<file path="src/rtl/queue_ctrl.sv">
// Sequencer for the deserializer word queue: round-robin arbitration
// between producer enqueues and latched consumer reads.
module queue_ctrl #(
    parameter int DEPTH = 8,
    parameter int WIDTH = 8
) (
    input  logic             clock_10,
    input  logic             reset,
    input  logic [WIDTH-1:0] word_in,
    input  logic             word_valid_in,
    output logic             word_ack_out,
    input  logic             rd_req_in,
    output logic [WIDTH-1:0] rd_data_out,
    output logic             rd_valid_out,
    output logic [WIDTH-1:0] q_data_out,
    output logic             q_enq_out,
    output logic             q_deq_out,
    input  logic [WIDTH-1:0] q_data_in,
    input  logic [7:0]       q_len_in,
    output logic             full_out,
    output logic             empty_out,
    output logic             err_out
);

    localparam logic [1:0] S_IDLE = 2'd0;
    localparam logic [1:0] S_ENQ  = 2'd1;
    localparam logic [1:0] S_DEQ  = 2'd2;
    localparam logic [1:0] S_CAPT = 2'd3;

    localparam logic [7:0] DEPTH_L = 8'(DEPTH);

    logic [1:0]       state;
    logic [1:0]       state_n;
    logic             pending;
    logic             last_deq;
    logic             wr_ok;
    logic             rd_ok;
    logic             grant_wr;
    logic [WIDTH-1:0] q_data_r;
    logic [WIDTH-1:0] rd_data_r;
    logic             rd_valid_r;
    logic             full_r;
    logic             empty_r;
    logic             err_r;

    always_comb begin
        wr_ok    = word_valid_in && (q_len_in < DEPTH_L);
        rd_ok    = (pending || rd_req_in) && (q_len_in != 8'd0);
        // On a tie the side not served last wins.
        grant_wr = wr_ok && (!rd_ok || last_deq);
        state_n  = state;
        unique case (state)
            S_IDLE: begin
                if (grant_wr) begin
                    state_n = S_ENQ;
                end else if (rd_ok) begin
                    state_n = S_DEQ;
                end
            end
            S_ENQ:   state_n = S_IDLE;
            S_DEQ:   state_n = S_CAPT;
            S_CAPT:  state_n = S_IDLE;
            default: state_n = S_IDLE;
        endcase
    end

    always_ff @(posedge clock_10) begin
        if (reset) begin
            state      <= S_IDLE;
            pending    <= 1'b0;
            last_deq   <= 1'b1;
            q_data_r   <= '0;
            rd_data_r  <= '0;
            rd_valid_r <= 1'b0;
            full_r     <= 1'b0;
            empty_r    <= 1'b1;
            err_r      <= 1'b0;
        end else begin
            state   <= state_n;
            pending <= rd_req_in || (pending && (state_n != S_DEQ));
            if (state_n == S_ENQ) begin
                last_deq <= 1'b0;
                q_data_r <= word_in;
            end
            if (state_n == S_DEQ) begin
                last_deq <= 1'b1;
            end
            rd_valid_r <= (state == S_CAPT);
            if (state == S_CAPT) begin
                rd_data_r <= q_data_in;
            end
            full_r  <= (q_len_in == DEPTH_L);
            empty_r <= (q_len_in == 8'd0);
            if (q_len_in > DEPTH_L) begin
                err_r <= 1'b1;
            end
        end
    end

    assign q_enq_out    = (state == S_ENQ);
    assign word_ack_out = (state == S_ENQ);
    assign q_deq_out    = (state == S_DEQ);
    assign q_data_out   = q_data_r;
    assign rd_data_out  = rd_data_r;
    assign rd_valid_out = rd_valid_r;
    assign full_out     = full_r;
    assign empty_out    = empty_r;
    assign err_out      = err_r;

endmodule

</file>
<file path="config.mk">
export PLATFORM = sky130hd
export DESIGN_NAME = queue_ctrl
export DESIGN_NICKNAME = d
export VERILOG_FILES = /design/src/rtl/queue_ctrl.sv
export SDC_FILE = /design/constraint.sdc
export NUM_CORES = 1
export LEC_CHECK = 0
export ABC_AREA = 1
export CORE_ASPECT_RATIO = 2
export CORE_MARGIN = 2
export CORE_UTILIZATION = 37
export DETAILED_ROUTE_END_ITERATION = 6
export PLACE_DENSITY = 0.85
export SLEW_MARGIN = 20
export SYNTH_ARGS = -nofsm -noshare
export SYNTH_HDL_FRONTEND = slang
export SYNTH_SLANG_ARGS = --single-unit
</file>
<file path="constraint.sdc">
create_clock -name clock_10 -period 1.7 [get_ports clock_10]
set_input_delay 0.17 -clock clock_10 [delete_from_list [all_inputs] [get_ports clock_10]]
set_output_delay 0.17 -clock clock_10 [all_outputs]
set_load 0.05 [all_outputs]
</file>
# [Word level (Yosys, flattened, before mapping)]
# Index checks and enable logic that the tools add are counted.
[totals] wordCells=34 in_bits=28 latch_bits=0 n_memories=0 mem_bits_rw=0 mem_bits_ro=0 register_bits=24
[op_classes] multipliers=0 n_eq_ne=7 shifts=0 n_bitwise=0 n_reduce_logical=13 div_mod_pow=0 n_lt_le_gt_ge=2 mux=3 addsub=0
[ops] operator="$eq 8x4->1 const B" count=1
[ops] operator="$gt 8x4->1 const B" count=1
[ops] operator="$logic_not 8->1" count=1
[ops] operator="$lt 8x4->1 const B" count=1
[ops] operator="$reduce_bool 8->1" count=1
[ops] operator="$eq 2x2->1 const B" count=3
[ops] operator="$pmux 2 s3" count=1
[ops] operator="$eq 2x1->1 const B" count=2
[ops] operator="$logic_and 1x1->1" count=4
[ops] operator="$mux 2" count=2
[ops] operator="$reduce_or 2->1" count=2
[ops] operator="$logic_or 1x1->1" count=3
[ops] operator="$logic_not 2->1" count=1
[ops] operator="$ne 2x2->1 const B" count=1
[ops] operator="$logic_not 1->1" count=1

# [Longest topological paths before layout]
# Gate-level depths: netlist of run 1.
[logic_depth] depth_word=10 mapped_depth=9 ltp_nobuf=9

# [Least setup slack after synthesis of run 1]
# No wires, ideal clock.
[synth_path] path_type="reg-to-output" from="reg state[0]" to="out word_ack_out" required_time_ns=1.530 stages_incl_launch_ff=4 arrival_ns=1.458 setup_slack_ns=0.072 path_cell_list="dfxtp_1 > inv_1 > nor2_1 > buf_4"
[synth_via] elab_chain_len=1
[synth_lines] element="from (decl)" line="32" rtl="logic [1:0] state;"
[synth_lines] element="from (signal assigned)" line="79" rtl="state <= state_n;"
[synth_lines] element="$eq 2x1->1"
[synth_lines] element="to (decl)" line="11" rtl="output logic word_ack_out,"
# No other way between the ends.

# [Final worst setup path of run 1]
[layout_path] from="reg rd_data_r[6] (netlist: rd_data_out[6])" to="out rd_data_out[6]"
[layout_rtl] element="from (decl)" line="40" rtl="logic [WIDTH-1:0] rd_data_r;"
[layout_rtl] element="from (signal assigned)" line="90" rtl="rd_data_r <= q_data_in;"
[layout_rtl] element="to (decl)" line="13" rtl="output logic [WIDTH-1:0] rd_data_out,"
# No word-level cell between the ends.

==> results of run 1 <==
==> worst max-delay path by stage <==
| stage | from | endpoint | slack [ps] |
|---|---|---|---|
| 3_3_place_gp | q_len_in[5] | last_deq | 230 |
| 5_1_grt | rd_data_out[7] | rd_data_out[7] | 70 |
| 3_5_place_dp | q_len_in[3] | q_data_out[7] | 180 |
| 6_report | rd_data_out[6] | rd_data_out[6] | 120 |
| 2_1_floorplan | state[0] | word_ack_out | 70 |
| 4_1_cts | rd_data_out[4] | rd_data_out[4] | 110 |
==> synth_stat cells (all sizes together) <==
cell,number,area share
bufinv,1,0.016
buf,2,0.011
inv,36,0.13
o21ai,9,0.041
nor2,37,0.14
o211ai,1,0.0069
a21oi,3,0.014
dfxtp,24,0.44
nand3,4,0.041
clkbuf,2,0.0069
nand2,27,0.10
nand4,10,0.057
==> cells by family (layout without fill, tap and decap cells) <==
kind of cell,count (synthesis),after routing,share of synthesized area
compound gates,13,13,0.0616
simple gates,78,78,0.340
flops,24,24,0.438
buf+inv,41,91,0.160
==> power groups by stage <==
stage                     clock [mW]  combinational, mW  sequential [mW]
final                          0.326              0.359            0.609
after global routing           0.358              0.391            0.613
after CTS                      0.334              0.364            0.609
after detailed placement           0              0.362            0.622
after global placement             0              0.357            0.622
after floorplan                    0              0.148            0.685
==> cell type report <==
type,count,area (sq um),area share
Sequential cell,24,480,0.286
Multi-Input combinational cell,91,440,0.262
Clock buffer,3,41.3,0.0246
Inverter,37,155,0.0923
Tap cell,30,37.5,0.0223
Timing Repair Buffer,51,526,0.313
==> layer usage <==
| layer | up-vias | part of all wire |
|---|---|---|
| met5 | - | 0 |
| met4 | 0 | 0.0054 |
| met3 | 2 | 0.043 |
| met2 | 26 | 0.58 |
| met1 | 481 | 0.37 |
| li1 | 573 | - |
==> through the flow <==
step           instances  instance area (sq um)  hold WS [ps]
2_1_floorplan        156                   1100           239
3_3_place_gp         233                   1640           445
3_5_place_dp         233                   1640           452
4_1_cts              236                   1680           463
5_1_grt              236                   1680           482
6_report             236                   1680           456
==> registers in the layout, summed over array words and instances (netlist names) <==
| name | flops |
|---|---|
| empty_out | 1 |
| err_out | 1 |
| full_out | 1 |
| last_deq | 1 |
| pending | 1 |
| q_data_out | 8 |
| rd_data_out | 8 |
| rd_valid_out | 1 |
| state | 2 |
==> flow_metrics.py, run 1 <==
metrics = {
    "clock_network": {
        "clockRootBuffer": "clkbuf_8",
        "cts_made_buffers": 3,
        "htree_levels": 1,
        "clk_latency_ps": 260,
        "clock-sinks": 24,
        "cts_resized": 0,
        "cts_tree": "yes",
        "path_clk_slew_ps": 80,
        "clockBufferDepth": 2,
        "cts_setup_buffers": 0,
        "hold_buffers": 0,
    },
    "drt": {
        "avgRoutedWirePerCell_um": 10.3,
        "detail_route.first_pass.iterations": 4,
        "final_antenna_net_count": 0,
        "drt_iter0_markers": 12,
        "wirelength_um": 2420,
        "dr_total_vias": 1082,
        "route.detailed.drc": 0,
        "vias_per_cell": 4.58,
    },
    "power_and_ir_drop": {
        "powerDensity_mw_per_mm2": 771,
        "p_clk_frac": 0.252,
        "switching_share": 0.306,
        "p_total_mw": 1.29,
        "p_leak_nw": 0.766,
        "sequentialPowerShare": 0.471,
        "intPower_mw": 0.899,
        "vdd_drop_max_v": 0.000681,
        "p_comb_frac": 0.277,
        "p_switching_mw": 0.396,
    },
    "place": {
        "dp_slack_ps": 180,
        "gp_congestion": 0.712,
        "port_buffers": 50,
        "dp_hpwl_um": 1980,
    },
    "synthesis": {
        "synth.distinct_cells": 20,
        "yosysSeqAreaShare": 0.438,
        "yosysWarnings": 0,
        "syn_avg_cell_area_sq_um": 7.03,
        "syn_nets": 184,
        "synth_seq_cells": 24,
        "netlist_instances": 156,
        "synth_area_sq_mm": 0.00110,
    },
    "finish": {
        "final_cell_mix": "clkdlybuf4s50_1 (47), nor2_1 (33), inv_1 (30)",
        "final_layout_size_suffix_gt1_frac": 0.107,
        "final_core_util": 0.578,
        "area.growth.synth_to_final_pct": 53.3,
        "num-nets-final": 236,
        "final_common_cell": "clkdlybuf4s50_1",
        "n_fill_cell": 279,
        "n_antenna_cell": 0,
    },
    "floorplan": {
        "die_w_um": 42.5,
        "dieArea_sq_mm": 0.00344,
        "core_region_area_sq_mm": 0.00291,
        "initial_core_util": 0.377,
        "ios": 51,
        "rows": 28,
        "die_h_um": 81.0,
    },
    "grt": {
        "use_met1": 0.151,
        "grt.met3_usage": 0.0244,
        "busiest_layer": "met2",
        "grt_pass1_vias": 1032,
        "overflow": 0,
        "grt_max_degree": 13,
        "grt_use_met2": 0.312,
        "grtUsageTotal": 0.155,
        "grt_antenna_before_repair": 0,
        "grt_pass1_wl_um": 4130,
    },
    "setup_path": {
        "cp_slowest_cell": "clkdlybuf4s50_1",
        "reg2reg_slack_ps": 580,
        "critPathBufInv": 1,
        "reg2reg_depth": 7,
        "arrival_ps": 1410,
        "required_ps": 1530,
        "cp_max_fo": 2,
        "path_cells": "clkdlybuf4s50_1",
        "crit_path_end_kind": "primary output",
        "rr_startpoint": "pending",
        "worstSetupPathDepth": 1,
        "critical_path_class": "flop to primary output",
        "start_kind": "flop",
        "cp_top_family": "buffers and inverters",
        "reg2reg_to": "q_data_out[7]",
        "slowest_delay_ps": 810,
    },
    "sta": {
        "fin_setup_tns_ps": 0,
        "fin_crit_sh": 0.931,
        "slew_viol_final": 0,
        "layout_setup_ws_ps": 117,
        "max_slew_margin": 0.661,
        "max_freq_mhz": 632,
        "hold_viol": 0,
        "finalSetupViolCount": 0,
        "rsz0062_at_grt": "false",
        "period_needed_ps": 1580,
        "worst_slew_pin_slew_ps": 507,
        "skew_ps": 5.03,
    },
    "job": {
        "drv_cap": 0,
    },
    "worst_hold_path": {
        "hp-class": "flop to flop",
        "worstHoldPathCells": 2,
        "min_from": "err_out",
        "min_to": "err_out",
    },
    "run_status": {
        "run_status": "complete, no violations",
    },
}
(Power assumes the default switching activity.)
==> run 2: changes to the inputs <==
CAP_MARGIN = 20   (was unset)
SETUP_SLACK_MARGIN = 0.5   (was unset)
==> run 2 against run 1 <==
Against the previous run: design area increased by 7.6%; count of clock-buffer cells in the layout unchanged; worst hold slack got worse by 200 ps; largest power group unchanged; routed wire length increased by 15%; clock power increased by 1%; die area unchanged; register-to-register slack improved by 40 ps; sequential power increased by 1%.
==> flow_metrics.py, run 2 (synthesis gave the netlist of run 1 again) <==
metrics = {
    "floorplan": {
        "die_w_um": 42.5,
        "ios": 51,
        "dieArea_sq_mm": 0.00344,
        "initial_core_util": 0.377,
        "die_h_um": 81.0,
        "core_region_area_sq_mm": 0.00291,
        "rows": 28,
    },
    "finish": {
        "ff_latch_area_sq_um": 488,
        "area.growth.synth_to_final_pct": 65.0,
        "multi_input_area_sq_um": 498,
        "final_cell_mix": "nor2_1 (31), inv_1 (28), dfxtp_1 (22)",
        "num-nets-final": 244,
        "n_antenna_cell": 0,
        "n_fill_cell": 237,
        "final_common_cell": "nor2_1",
        "final_layout_size_suffix_gt1_frac": 0.280,
    },
    "place": {
        "dp_slack_ps": 191,
        "dp_hpwl_um": 1820,
        "gp_congestion": 0.733,
        "port_buffers": 50,
    },
    "setup_path": {
        "reg2reg_depth": 6,
        "cp_slowest_cell": "dfxtp_4",
        "arrival_ps": 980,
        "slowest_delay_ps": 370,
        "required_ps": 1530,
        "critical_path_class": "flop to primary output",
        "cp_max_fo": 3,
        "cp_top_family": "flip-flops",
        "start_kind": "flop",
        "critPathBufInv": 3,
        "path_cells": "inv_4 > nand2_1 > inv_1 > buf_6",
        "reg2reg_slack_ps": 620,
        "reg2reg_to": "q_data_out[2]",
        "rr_startpoint": "state[1]",
        "crit_path_end_kind": "primary output",
    },
    "grt": {
        "grt_pass1_vias": 1018,
        "grt_antenna_before_repair": 0,
        "grt_pass1_wl_um": 4210,
        "grt_max_degree": 21,
        "overflow": 0,
        "grtUsageTotal": 0.155,
    },
    "sta": {
        "max_freq_mhz": 866,
        "skew_ps": 3.83,
        "hold_viol": 0,
        "max_slew_margin": 0.685,
        "rsz0062_at_grt": "false",
        "finalSetupViolCount": 0,
        "worst_slew_pin_slew_ps": 472,
        "fin_crit_sh": 0.679,
        "period_needed_ps": 1150,
        "slew_viol_final": 0,
        "fin_setup_tns_ps": 0,
        "layout_setup_ws_ps": 545,
        "hold_ws_ps": 252,
    },
    "drt": {
        "wirelength_um": 2770,
        "dr_total_vias": 1145,
        "drt_iter0_markers": 20,
        "route.detailed.drc": 0,
        "avgRoutedWirePerCell_um": 11.4,
        "detail_route.first_pass.iterations": 4,
        "final_antenna_net_count": 0,
        "vias_per_cell": 4.69,
    },
    "clock_network": {
        "cts_made_buffers": 3,
        "clockBufferDepth": 2,
        "htree_levels": 1,
        "path_clk_slew_ps": 80,
        "clock-sinks": 24,
        "clockRootBuffer": "clkbuf_8",
        "cts_tree": "yes",
        "clk_latency_ps": 260,
    },
    "power_and_ir_drop": {
        "vdd_drop_max_v": 0.000622,
        "p_total_mw": 1.34,
        "p_comb_frac": 0.290,
        "p_switching_mw": 0.426,
        "powerDensity_mw_per_mm2": 739,
        "p_clk_frac": 0.247,
        "sequentialPowerShare": 0.463,
        "intPower_mw": 0.909,
        "p_leak_nw": 0.844,
        "switching_share": 0.319,
    },
    "worst_hold_path": {
        "worstHoldPathCells": 4,
        "min_to": "full_out",
        "min_from": "q_len_in[2]",
        "hp-class": "input pin to flop",
    },
    "job": {
        "drv_cap": 0,
    },
    "run_status": {
        "run_status": "complete, no violations",
    },
}
run 2: cell types whose count changed in the layout (fill, tap and decap cells not counted), moves of 3 or more:
cell | previous run | this run
clkdlybuf4s50_1 | 47 | 17
clkdlybuf4s15_2 | 0 | 20
dlymetal6s2s_1 | 0 | 6
buf_4 | 2 | 6
dlygate4sd2_1 | 0 | 4
nand2_1 | 25 | 21
nand2_2 | 1 | 5
clkinvlp_4 | 0 | 3
nor2_4 | 1 | 4
run 2: repair_timing:
item	in CTS	in global routing
hold endpoints to repair	0	0
gates cloned	3	2
hold buffers	0	0
gates resized for setup	69	19
pin swaps	1	14
endpoints found under the setup margin	33	23
buffers inserted	0	4
run 2: final cells by class:
cell class	instances	area share
inverter	37	0.0893
tap	30	0.0208
clock buffer	3	0.0228
sequential	24	0.270
timing repair inverter	3	0.0111
multi-input combinational	93	0.275
timing repair buffer	54	0.311
run 2: worst max-delay path by stage:
stage	from	end	slack, ps	depth (start not counted)
after floorplan	state[0]	word_ack_out	520	3
after global placement	q_len_in[5]	last_deq	230	9
after detailed placement	q_len_in[3]	last_deq	190	9
after CTS	state[0]	q_deq_out	480	4
after global routing	q_data_out[7]	q_data_out[7]	510	1
final	state[0]	q_deq_out	550	4
run 2: worst register-to-register path, cell delays in order (launching register included):
cell     delay (ps)
dfxtp_4         380
nor2_4          190
buf_4           150
nand3_4         100
nand2_2          90
inv_1            30
nor2_1           90
run 2: power by group through the flow:
| stage | logic [mW] | clock network (mW) | registers (mW) |
|---|---|---|---|
| finish | 0.388 | 0.330 | 0.618 |
| global route | 0.417 | 0.359 | 0.622 |
| CTS | 0.346 | 0.339 | 0.613 |
| detailed placement | 0.342 | 0 | 0.625 |
| global placement | 0.339 | 0 | 0.624 |
| floorplan | 0.152 | 0 | 0.687 |
run 2: layer usage:
layer | up-vias | part of all wire | global-route usage
met3 | 2 | 0.033 | 0.0178
li1 | 590 | - | -
met4 | 0 | 0.0043 | 0.0469
met1 | 528 | 0.38 | 0.157
met2 | 25 | 0.58 | 0.315
met5 | - | 0 | 0
run 2: per-stage QoR:
| step | std cells | util | area (sq um) |
|---|---|---|---|
| after floorplan | 156 | - | 1100 |
| after global placement | 232 | 0.555 | 1610 |
| after detailed placement | 232 | 0.555 | 1610 |
| after CTS | 238 | 0.591 | 1720 |
| after global routing | 244 | 0.622 | 1810 |
| final | 244 | 0.622 | 1810 |
